File: src/rtl/ds_linebuf_sequencer.sv
// Row/column sequencer for the 2x2 downsample line buffer.
// Writes even rows, reads odd rows, flags complete 2x2 windows.
module ds_linebuf_sequencer #(
  parameter int AWIDTH = 11,
  parameter int HWIDTH = 11
) (
  input  logic              clk,
  input  logic              rst,
  input  logic              clken,
  input  logic [AWIDTH-1:0] width,
  input  logic [HWIDTH-1:0] height,
  input  logic              valid_in,
  input  logic              sof_in,
  output logic              wr_en,
  output logic              rd_en,
  output logic [AWIDTH-1:0] col,
  output logic [HWIDTH-1:0] row,
  output logic              ds_valid,
  output logic              ds_last,
  output logic              eof_out,
  output logic              busy,
  output logic              sync_err
);

  localparam logic [1:0] IDLE = 2'd0;
  localparam logic [1:0] EVEN = 2'd1;
  localparam logic [1:0] ODD  = 2'd2;
  localparam logic [1:0] DONE = 2'd3;

  logic [1:0]        r_state;
  logic [AWIDTH-1:0] r_col;
  logic [HWIDTH-1:0] r_row;
  logic [AWIDTH-1:0] r_wr_w;
  logic [HWIDTH-1:0] r_ht_w;
  logic              r_ds_valid;
  logic              r_ds_last;
  logic              r_eof;
  logic              r_busy;
  logic              r_sync_err;

  logic w_accept;
  logic w_last_col;
  logic w_last_row;
  logic w_odd;

  assign w_accept   = clken & valid_in;
  assign w_last_col = (r_col == r_wr_w - AWIDTH'(1));
  assign w_last_row = (r_row == r_ht_w - HWIDTH'(1));
  assign w_odd      = (r_state == ODD);

  // wr_en is left ungated; the address generator applies clken itself
  assign wr_en = valid_in &
                 ((r_state == EVEN) | ((r_state == IDLE) & sof_in));
  assign rd_en = w_accept & w_odd;

  always_ff @(posedge clk or posedge rst) begin
    if (rst) begin
      r_state    <= IDLE;
      r_col      <= '0;
      r_row      <= '0;
      r_wr_w     <= '0;
      r_ht_w     <= '0;
      r_ds_valid <= 1'b0;
      r_ds_last  <= 1'b0;
      r_eof      <= 1'b0;
      r_busy     <= 1'b0;
      r_sync_err <= 1'b0;
    end else if (clken) begin
      r_ds_valid <= 1'b0;
      r_ds_last  <= 1'b0;
      r_eof      <= 1'b0;
      if (w_accept && sof_in && (r_state != IDLE))
        r_sync_err <= 1'b1;
      unique case (r_state)
        IDLE: begin
          if (w_accept && sof_in) begin
            r_wr_w  <= width;
            r_ht_w  <= height;
            r_col   <= AWIDTH'(1);
            r_row   <= '0;
            r_busy  <= 1'b1;
            r_state <= EVEN;
          end
        end
        EVEN, ODD: begin
          if (w_accept) begin
            // window completes on the odd column, one cycle after the read
            r_ds_valid <= w_odd & r_col[0];
            r_ds_last  <= w_odd & r_col[0] & w_last_col & w_last_row;
            if (w_last_col) begin
              r_col <= '0;
              if (w_last_row) begin
                r_row   <= '0;
                r_state <= DONE;
              end else begin
                r_row   <= r_row + HWIDTH'(1);
                r_state <= w_odd ? EVEN : ODD;
              end
            end else begin
              r_col <= r_col + AWIDTH'(1);
            end
          end
        end
        DONE: begin
          r_eof   <= 1'b1;
          r_busy  <= 1'b0;
          r_state <= IDLE;
        end
        default: r_state <= IDLE;
      endcase
    end
  end

  assign col      = r_col;
  assign row      = r_row;
  assign ds_valid = r_ds_valid;
  assign ds_last  = r_ds_last;
  assign eof_out  = r_eof;
  assign busy     = r_busy;
  assign sync_err = r_sync_err;

endmodule

File: config.mk
export PLATFORM = sky130hd
export DESIGN_NAME = ds_linebuf_sequencer
export DESIGN_NICKNAME = d
export VERILOG_FILES = /design/src/rtl/ds_linebuf_sequencer.sv
export SDC_FILE = /design/constraint.sdc
export NUM_CORES = 1
export LEC_CHECK = 0
export CAP_MARGIN = 20
export CORE_ASPECT_RATIO = 1.75
export CORE_UTILIZATION = 57
export CTS_CLUSTER_SIZE = 28
export DETAILED_ROUTE_END_ITERATION = 8
export DONT_BUFFER_PORTS = 1
export PLACE_DENSITY = 0.72
export SETUP_SLACK_MARGIN = 0.4
export SYNTH_ARGS = -nofsm -noshare
export SYNTH_HDL_FRONTEND = slang
export SYNTH_SLANG_ARGS = --single-unit
File: constraint.sdc
create_clock -name clk -period 3.2 [get_ports clk]
set_input_delay 0.32 -clock clk [delete_from_list [all_inputs] [get_ports clk]]
set_output_delay 0.32 -clock clk [all_outputs]
set_load 0.02 [all_outputs]
==> out/summary.txt, run 1 <==
status: finished, final reports clean
asr flop ratio synth: 100.0%
die area: 5966 µm²
top cell type's share of synthesized area: 39.63%
clock sinks: 51
Simple-Gate Fraction of Synth Area: 22.53%
Slew headroom: 51.70%
CP top delay family: simple AND/OR/NAND/NOR gates
syn_nets: 375
Synth Flop Type: dfrtp_1
HP Class: in2reg
first-pass GRT wire length: 11.99 mm
Post-DP Area: 3293 µm²
initial core utilization: 60.28%
final wirelength: 7.185 mm
Die Height: 101.4 µm
number of synthesized flops with an enable pin: 0
area of the mapped netlist: 3221 µm²
top cells by area, synth: dfrtp_1 40%, mux2_2 8.4%, xnor2_1 6.8%, nand3_1 4.7%, ha_1 3.5%
CP Cell Sequence: inv_1, ha_2, or3b_4, xnor2_1, o32ai_2, o211ai_1, or3_4, or3b_4, o21ai_1
Via Count: 2,565
top-level port count: 56
Overflow after GRT: 0
Max Clock Freq: 0.3715 GHz
Finished Cell Area: 3501 µm²
critical path buffer and inverter count: 1
sequential share of the synthesized area: 39.63%
static leakage: 1.598 nW
fraction of synthesized cell area in xor and xnor cells: 8.702%
syn avg cell area: 9.500 µm²
crit end category: register
pwr dens: 412.2 nW/µm²
Max Root-Sink Buffers: 2
distinct cell type count after synthesis: 58
Synth Area in Compound Gates: 11.54%
mux share of post-synthesis cell area: 9.984%
Ys Warns: 0
vias in the first global route: 2,564
layout cells sized above 1: 18.02%
FF+latch count, synth: 51
Fin. Hold Viols: 0
Total GRT Usage: 26.40%
total CTS buffers: 5
area grow syn2layout: 8.702%
Die Wd: 58.82 µm
Layout Nets: 379
overall power: 0.001443 W
post-synth top area cell: dfrtp_1
crit path max fanout: 8
vias per inst: 6.136
Fin Setup TNS: 0 ps
initial antenna violation count: 0
diodes inserted: 0
DRC viols: 0
largest net degree at the start of global routing: 52
Clock Latency Late Sink: 310 ps
final setup violation count: 0
Worst path most repeated cell: or3b_4
cells after synthesis: 339
DR WL/cell: 17.19 µm
CP max stage delay: 460 ps
actual slew at the worst max-slew pin: 724.5 ps
clk slew on worst S/H paths: 90 ps
Commonest cells post-synth: 51 x dfrtp_1, 30 x nand3_1, 25 x xnor2_1, 24 x mux2_2, 23 x nor2_1
post-layout minimum cycle time: 2691 ps
RSZ-0062 raised after global routing: yes
max-cap check violation count: 0
Final Max Slew Viols: 0
num rows: 35
Slowest-stage cell, CP: or3_4
Core Footprint: 5343 µm²
Worst EP arrival: 2930 ps
Layout Skew: 13.64 ps
drt first pass iters: 4
port bufs: 0
post-route ant nets: 0
most numerous cell in the Yosys netlist: dfrtp_1
type of origin of the critical path: register
crit path kind: reg2reg
hpwl dp: 5.252 mm
# H-tree levels: 2
CP required: 3440 ps
Synth Area in Adders: 3.497%
worst reg2reg setup slack: 510 ps
CTS tree: built
Iter 0 DRT Violations: 171
GPL Wtd Cong: 0.8368
Max IR drop VDD: 365.5 µV
Root Driver: clkbuf_8
main combinational cell family by area after synthesis: simple AND/OR/NAND/NOR gates
crit share post-route: 84.11%
==> state kept, by name (all words and copies together), names as in the netlist <==
register / count
row: 11
r_ht_w: 11
r_state: 2
col: 11
ds_last: 1
eof_out: 1
sync_err: 1
r_wr_w: 11
ds_valid: 1
busy: 1
==> where the power goes <==
group          total [W]  leakage, nW  internal (W)  switching (W)
Combinational   0.000187        0.887     0.0000869      0.0000999
Sequential      0.000788        0.649      0.000678       0.000111
Clock           0.000468       0.0612      0.000253       0.000215
==> timing repair <==
action / in CTS / in global routing
hold endpoints to repair: 0 / 10
pin swaps: 0 / 3
setup endpoints to repair: 13 / 21
setup buffers: 0 / 3
gates cloned: 0 / 0
resized for setup: 3 / 8
hold buffers: 0 / 1
==> final cells by class <==
class	count	area, µm²
tap	74	92.59
timing repair buffer	11	97.59
clock inverter	2	35.03
sequential	51	1277
inverter	18	67.56
clock buffer	6	82.58
fill	452	1842
multi-input combinational	256	1848
==> routing by layer <==
layer	up-vias	global-route usage, %	wire length [µm]
met4	0	15.02	230
met5	-	0	0
met1	1250	28.58	2617
li1	1225	-	-
met2	71	46.50	3924
met3	19	5.364	412
==> kinds of logic after synthesis <==
family,count (synthesis)
AOI/OAI and AO/OA,54
xor gates and xnor gates,32
adders and majority gates,9
buffers and inverters,32
DFF,51
muxes,29
and+or+nand+nor,132
==> cells in the final DEF (no fill, tap or decap), drive strengths merged, types with 2 or more instances in the layout <==
cell | synthesis | final
dfrtp | 51 | 51
nor2b | 6 | 6
clkbuf | 7 | 6
mux2i | 4 | 4
nand2 | 17 | 17
a211oi | 2 | 2
xor2 | 7 | 7
o21a | 2 | 2
and3 | 4 | 4
a31o | 3 | 3
nand3 | 30 | 30
o2111ai | 2 | 2
nor4b | 2 | 2
nand4 | 8 | 8
nor3b | 4 | 4
ha | 9 | 9
mux2 | 25 | 25
a32oi | 4 | 4
or3 | 3 | 3
a21oi | 9 | 9
nor4 | 5 | 5
nor3 | 11 | 11
buf | 7 | 10
nand2b | 4 | 4
o31ai | 3 | 3
nor2 | 23 | 23
inv | 18 | 18
xnor2 | 25 | 25
or3b | 2 | 2
or2 | 2 | 2
and2 | 7 | 7
o21ai | 14 | 14
nand3b | 2 | 2
==> per-stage QoR <==
stage	util (%)	instances	setup slack, ps	hold WS, ps
floorplan	-	339	496.0	470.5
global placement	61.64	405	324.0	438.3
detailed placement	61.64	405	217.1	437.5
CTS	64.12	413	411.7	112.2
global route	65.53	418	350.9	137.5
finish	65.53	418	508.5	118.5
==> worst paths after layout <==
| kind | from | to | depth (start not counted) |
|---|---|---|---|
| setup / recovery | r_wr_w[0] | row[9] | 9 |
| hold / removal | clken | ds_valid | 1 |
| setup reg to reg | r_wr_w[0] | row[9] | 9 |
| hold reg to reg | r_wr_w[10] | r_wr_w[10] | 1 |
| max in group asynchronous | rst | r_wr_w[0] | 3 |
| min in group asynchronous | rst | r_ht_w[3] | 2 |
No activity file was read; power rests on OpenSTA's default activity.
==> run 2, diff against run 1 <==
PLACE_DENSITY = 0.75   (was 0.72)
clock period = 2.35 ns   (was 3.2 ns; I/O delays follow)
==> run 2 against run 1 <==
Against the previous run: cell count increased by 16%; worst setup slack worse by 720 ps; clock skew shrank 7.6 ps; largest power group unchanged; sequential power rose by 24%; critical path depth is the same; via count rose by 14%; die area is the same; global-route usage is 4.1 points higher; routed wire length increased by 20%; the flow now finishes with violations (setup timing); design area is 18% higher; largest cell class unchanged.
==> out/summary.txt, run 2 (synthesis gave the netlist of run 1 again) <==
HP Class: in2reg (unchanged)
final wirelength: 8.600 mm (was 7.185 mm)
Die Height: 101.4 µm (unchanged)
critical path buffer and inverter count: 1 (unchanged)
RSZ-0062 raised after global routing: yes (unchanged)
die area: 5966 µm² (unchanged)
largest net degree at the start of global routing: 52 (unchanged)
Worst EP arrival: 2800 ps (was 2930 ps)
max-cap check violation count: 0 (unchanged)
crit path max fanout: 3 (was 8)
num rows: 35 (unchanged)
Clock Latency Late Sink: 300 ps (was 310 ps)
Final Max Slew Viols: 0 (unchanged)
Root Driver: clkbuf_8 (unchanged)
internal power: 0.001535 W (was 0.001018 W)
# fillers: 369 (was 452)
static leakage: 1.974 nW (was 1.598 nW)
CP top delay family: simple AND/OR/NAND/NOR gates (unchanged)
layout cells sized above 1: 34.47% (was 18.02%)
Layout Utilization: 77.31% (was 65.53%)
DR WL/cell: 17.81 µm (was 17.19 µm)
diodes inserted: 0 (unchanged)
CP required: 2580 ps (was 3440 ps)
CP max stage delay: 400 ps (was 460 ps)
type of origin of the critical path: register (unchanged)
final setup margin: -210.7 ps (was 508.5 ps)
final setup violation count: 25 (was 0)
port bufs: 0 (unchanged)
Layout Nets: 444 (was 379)
drt first pass iters: 5 (was 4)
Die Wd: 58.82 µm (unchanged)
vias in the first global route: 3,043 (was 2,564)
Flop pwr share: 45.7% (was 54.6%)
Max IR drop VDD: 583.0 µV (was 365.5 µV)
Slew headroom: 55.50% (was 51.70%)
Iter 0 DRT Violations: 157 (was 171)
area of the multi-input gates: 1973 µm² (was 1848 µm²)
worst hold margin: 40.62 ps (was 118.5 ps)
switch share: 28.48% (was 29.47%)
Core Footprint: 5343 µm² (unchanged)
Layout Skew: 6.004 ps (was 13.64 ps)
worst reg2reg setup slack: -210 ps (was 510 ps)
hpwl dp: 6.153 mm (was 5.252 mm)
first-pass GRT wire length: 13.80 mm (was 11.99 mm)
actual slew at the worst max-slew pin: 666.9 ps (was 724.5 ps)
total CTS buffers: 5 (unchanged)
CTS tree: built (unchanged)
top-level port count: 56 (unchanged)
commonest non-fill, non-tap cells in the layout: 71 x buf_4, 51 x dfrtp_1, 29 x nand3_1 (was 50 x dfrtp_1, 30 x nand3_1, 25 x xnor2_1)
Overflow after GRT: 0 (unchanged)
Seq. cell area: 1276 µm² (was 1277 µm²)
Clock power frac: 33.4% (was 32.4%)
post-layout minimum cycle time: 2561 ps (was 2691 ps)
pwr dens: 519.5 nW/µm² (was 412.2 nW/µm²)
post-route ant nets: 0 (unchanged)
crit share post-route: 109.0% (was 84.11%)
Logic pwr share: 20.9% (was 12.9%)
DRC viols: 0 (unchanged)
vias per inst: 6.062 (was 6.136)
GPL Wtd Cong: 0.8781 (was 0.8368)
overall power: 0.002146 W (was 0.001443 W)
Fin. Hold Viols: 0 (unchanged)
Worst path most repeated cell: or3b_4 (unchanged)
Fin Setup TNS: -2393 ps (was 0 ps)
violated checks: setup timing
status: finished, violations left (was finished, final reports clean)
Total GRT Usage: 30.45% (was 26.40%)
clock sinks: 51 (unchanged)
initial core utilization: 60.28% (unchanged)
pre-CTS setup slack: -173.3 ps (was 217.1 ps)
Via Count: 2,928 (was 2,565)
Slowest-stage cell, CP: dfrtp_1 (was or3_4)
commonest non-fill, non-tap cell in the layout: buf_4 (was dfrtp_1)
crit end category: register (unchanged)
CP Cell Sequence: inv_1, ha_2, or3b_4, xnor2_1, o32ai_2, o211ai_1, or3_4, or3b_4, o21ai_2 (was inv_1, ha_2, or3b_4, xnor2_1, o32ai_2, o211ai_1, or3_4, or3b_4, o21ai_1)
Psw: 0.0006112 W (was 0.0004253 W)
crit path kind: reg2reg (unchanged)
initial antenna violation count: 0 (unchanged)
Max Clock Freq: 0.3905 GHz (was 0.3715 GHz)
# H-tree levels: 2 (unchanged)
area grow syn2layout: 28.24% (was 8.702%)
clk slew on worst S/H paths: 90 ps (about the same)
Max Root-Sink Buffers: 2 (unchanged)
run 2: what timing repair did:
action | CTS | global route
setup endpoints to repair | 25 | 26
endpoints found under the hold margin | 1 | 0
buffers inserted | 3 | 2
hold buffers | 1 | 0
pin swaps | 13 | 6
resized for setup | 26 | 8
run 2: worst paths after layout:
check                             to  depth (start not counted)       from
hold reg to reg            r_wr_w[1]                          1  r_wr_w[1]
min in group asynchronous    col[10]                          3        rst
setup / recovery              row[9]                          9  r_wr_w[0]
max in group asynchronous     row[0]                          3        rst
setup reg to reg              row[9]                          9  r_wr_w[0]
hold / removal              ds_valid                          1      clken
run 2: metrics by stage:
step,area (µm²),std cells
floorplan,3261,339
global placement,3806,469
detailed placement,3806,469
CTS,4078,481
global route,4130,483
finish,4130,483
run 2: final cells by class:
cell class                 count  area share, %
sequential                    51          30.90
timing repair buffer          76          14.24
tap                           74          2.242
multi-input combinational    256          47.77
inverter                      18          1.636
clock inverter                 2          1.454
clock buffer                   6          1.757
run 2: layer usage:
metal | share of wire (%) | track usage [%]
met2 | 56 | 56.56
met3 | 5.6 | 5.364
met1 | 34 | 31.04
met4 | 4.8 | 16.67
met5 | 0 | 0
run 2: power by group through the flow:
stage / registers [W] / clock network, W / logic, W
detailed placement: 0.000996 / 0 / 0.000427
floorplan: 0.00107 / 0 / 0.000198
CTS: 0.000980 / 0.000729 / 0.000444
finish: 0.000980 / 0.000718 / 0.000448
global placement: 0.000994 / 0 / 0.000415
global route: 0.000987 / 0.000755 / 0.000491
==> run 3, diff against run 2 <==
TNS_END_PERCENT = 10   (was default)
==> run 3 against run 2 <==
Against the previous run: highest routed layer unchanged; combinational power rose by 1%; critical path depth did not move; core utilization decreased by 3.0 points; the run still ends with setup timing left; cell count is 3.3% lower; die area is the same; clock skew is 1.9 ps higher; critical endpoint unchanged; sequential share of layout area increased by 1.2 points; critical path type unchanged; global-route usage down 1.7 points; clock power shrank 11%.
==> out/summary.txt, run 3 (synthesis gave the netlist of run 1 again) <==
clock sinks: 51 (unchanged)
Clock Latency Late Sink: 300 ps (about the same)
crit share post-route: 106.6% (was 109.0%)
initial antenna violation count: 0 (unchanged)
CTS tree: built (unchanged)
FF-to-FF End: row[9] (unchanged)
DR WL/cell: 17.79 µm (was 17.81 µm)
post-layout minimum cycle time: 2506 ps (was 2561 ps)
layout cells sized above 1: 32.32% (was 34.47%)
pwr dens: 521.1 nW/µm² (was 519.5 nW/µm²)
overall power: 0.002069 W (was 0.002146 W)
die area: 5966 µm² (unchanged)
Final Max Slew Viols: 0 (unchanged)
crit end category: register (unchanged)
post-route ant nets: 0 (unchanged)
Total GRT Usage: 28.74% (was 30.45%)
vias per inst: 6.043 (was 6.062)
commonest non-fill, non-tap cells in the layout: 57 x buf_4, 51 x dfrtp_1, 28 x nand3_1 (was 71 x buf_4, 51 x dfrtp_1, 29 x nand3_1)
crit path kind: reg2reg (unchanged)
static leakage: 1.859 nW (was 1.974 nW)
Layout Skew: 7.902 ps (was 6.004 ps)
Root Driver: clkbuf_8 (unchanged)
Core Footprint: 5343 µm² (unchanged)
Worst Setup SP: r_wr_w[0] (unchanged)
diodes inserted: 0 (unchanged)
final wirelength: 8.309 mm (was 8.600 mm)
crit path to: row[9] (unchanged)
Max IR drop VDD: 660.8 µV (was 583.0 µV)
total CTS buffers: 5 (unchanged)
status: finished, violations left (unchanged)
Die Wd: 58.82 µm (unchanged)
Worst EP arrival: 2750 ps (was 2800 ps)
Overflow after GRT: 0 (unchanged)
Layout Utilization: 74.33% (was 77.31%)
Fin. Hold Viols: 0 (unchanged)
GPL Wtd Cong: 0.9458 (was 0.8781)
Max Clock Freq: 0.3990 GHz (was 0.3905 GHz)
Layout Nets: 428 (was 444)
largest net degree at the start of global routing: 26 (was 52)
type of origin of the critical path: register (unchanged)
final setup violation count: 24 (was 25)
final setup margin: -156.1 ps (was -210.7 ps)
Die Height: 101.4 µm (unchanged)
worst reg2reg setup slack: -160 ps (was -210 ps)
DRC viols: 0 (unchanged)
max-cap check violation count: 0 (unchanged)
violated checks: setup timing (unchanged)
hpwl dp: 6.130 mm (was 6.153 mm)
RSZ-0062 raised after global routing: yes (unchanged)
num rows: 35 (unchanged)
Slew headroom: 64.39% (was 55.50%)
R2R depth: 9 (unchanged)
Max Root-Sink Buffers: 2 (unchanged)
actual slew at the worst max-slew pin: 533.6 ps (was 666.9 ps)
first-pass GRT wire length: 12.93 mm (was 13.80 mm)
CP required: 2590 ps (was 2580 ps)
initial core utilization: 60.28% (unchanged)
vias in the first global route: 2,772 (was 3,043)
area grow syn2layout: 23.31% (was 28.24%)
reg2reg start: r_wr_w[0] (unchanged)
port bufs: 0 (unchanged)
drt first pass iters: 4 (was 5)
commonest non-fill, non-tap cell in the layout: buf_4 (unchanged)
top-level port count: 56 (unchanged)
hold path cells: 1 (unchanged)
clk slew on worst S/H paths: 100 ps (was 90 ps)
Via Count: 2,822 (was 2,928)
HP Class: in2reg (unchanged)
# H-tree levels: 2 (unchanged)
Iter 0 DRT Violations: 199 (was 157)
crit path max fanout: 3 (unchanged)
run 3: worst min path at each step:
stage          startpoint         end  slack, ps
6_report            clken    ds_valid         40
5_1_grt             clken    ds_valid         30
4_1_cts             clken    ds_valid         30
3_5_place_dp          rst  r_wr_w[10]        190
3_3_place_gp          rst   r_ht_w[9]        180
2_1_floorplan    width[8]   r_wr_w[8]        390
run 3: per-stage QoR:
stage / worst slack (ps) / instance area [µm²] / hold slack, ps / std cells / setup TNS [ps]
floorplan: -204.8 / 3231 / 385.5 / 339 / -2220
global route: -226.4 / 3971 / 27.45 / 467 / -3514
detailed placement: -352.3 / 3691 / 188.2 / 455 / -4163
CTS: -140.1 / 3887 / 29.00 / 466 / -944.1
finish: -156.1 / 3971 / 39.09 / 467 / -1627
global placement: -328.7 / 3691 / 179.5 / 455 / -2621
run 3: layout make-up:
class | count | area [µm²]
clock inverters | 2 | 35.03
repair buffers | 60 | 469.2
flip-flops and latches | 51 | 1276
multi-input cells | 256 | 1948
clock buffers | 6 | 82.58
well taps | 74 | 92.59
inverters | 18 | 67.56
fillers | 396 | 1371
run 3: layer usage:
metal	share of wire, %	vias to the layer above	routed length [µm]	track usage [%]
li1	-	1328	-	-
met4	3.6	0	297	14.84
met2	58	90	4783	54.02
met1	34	1379	2859	29.90
met5	0	-	0	0
met3	4.4	25	369	3.831
run 3: critical path: stages (launching register included):
cell and delay (ps):
dfrtp_1 410, inv_2 80, ha_4 140, or3b_4 400
xnor2_2 150, o32ai_2 260, o211ai_1 140, or3_4 350
or3b_4 390, o21ai_1 130
run 3: repair_timing:
action,CTS,global route
endpoints found under the setup margin,25,25
pin swaps,6,8
gates resized for setup,15,17
hold buffers,1,0
setup buffers,2,1
hold endpoints to repair,23,0
run 3: power by group:
group | total [W] | switching (W) | internal (W)
registers | 0.000977 | 0.0000521 | 0.000925
logic | 0.000453 | 0.000269 | 0.000184
clock network | 0.000640 | 0.000295 | 0.000345
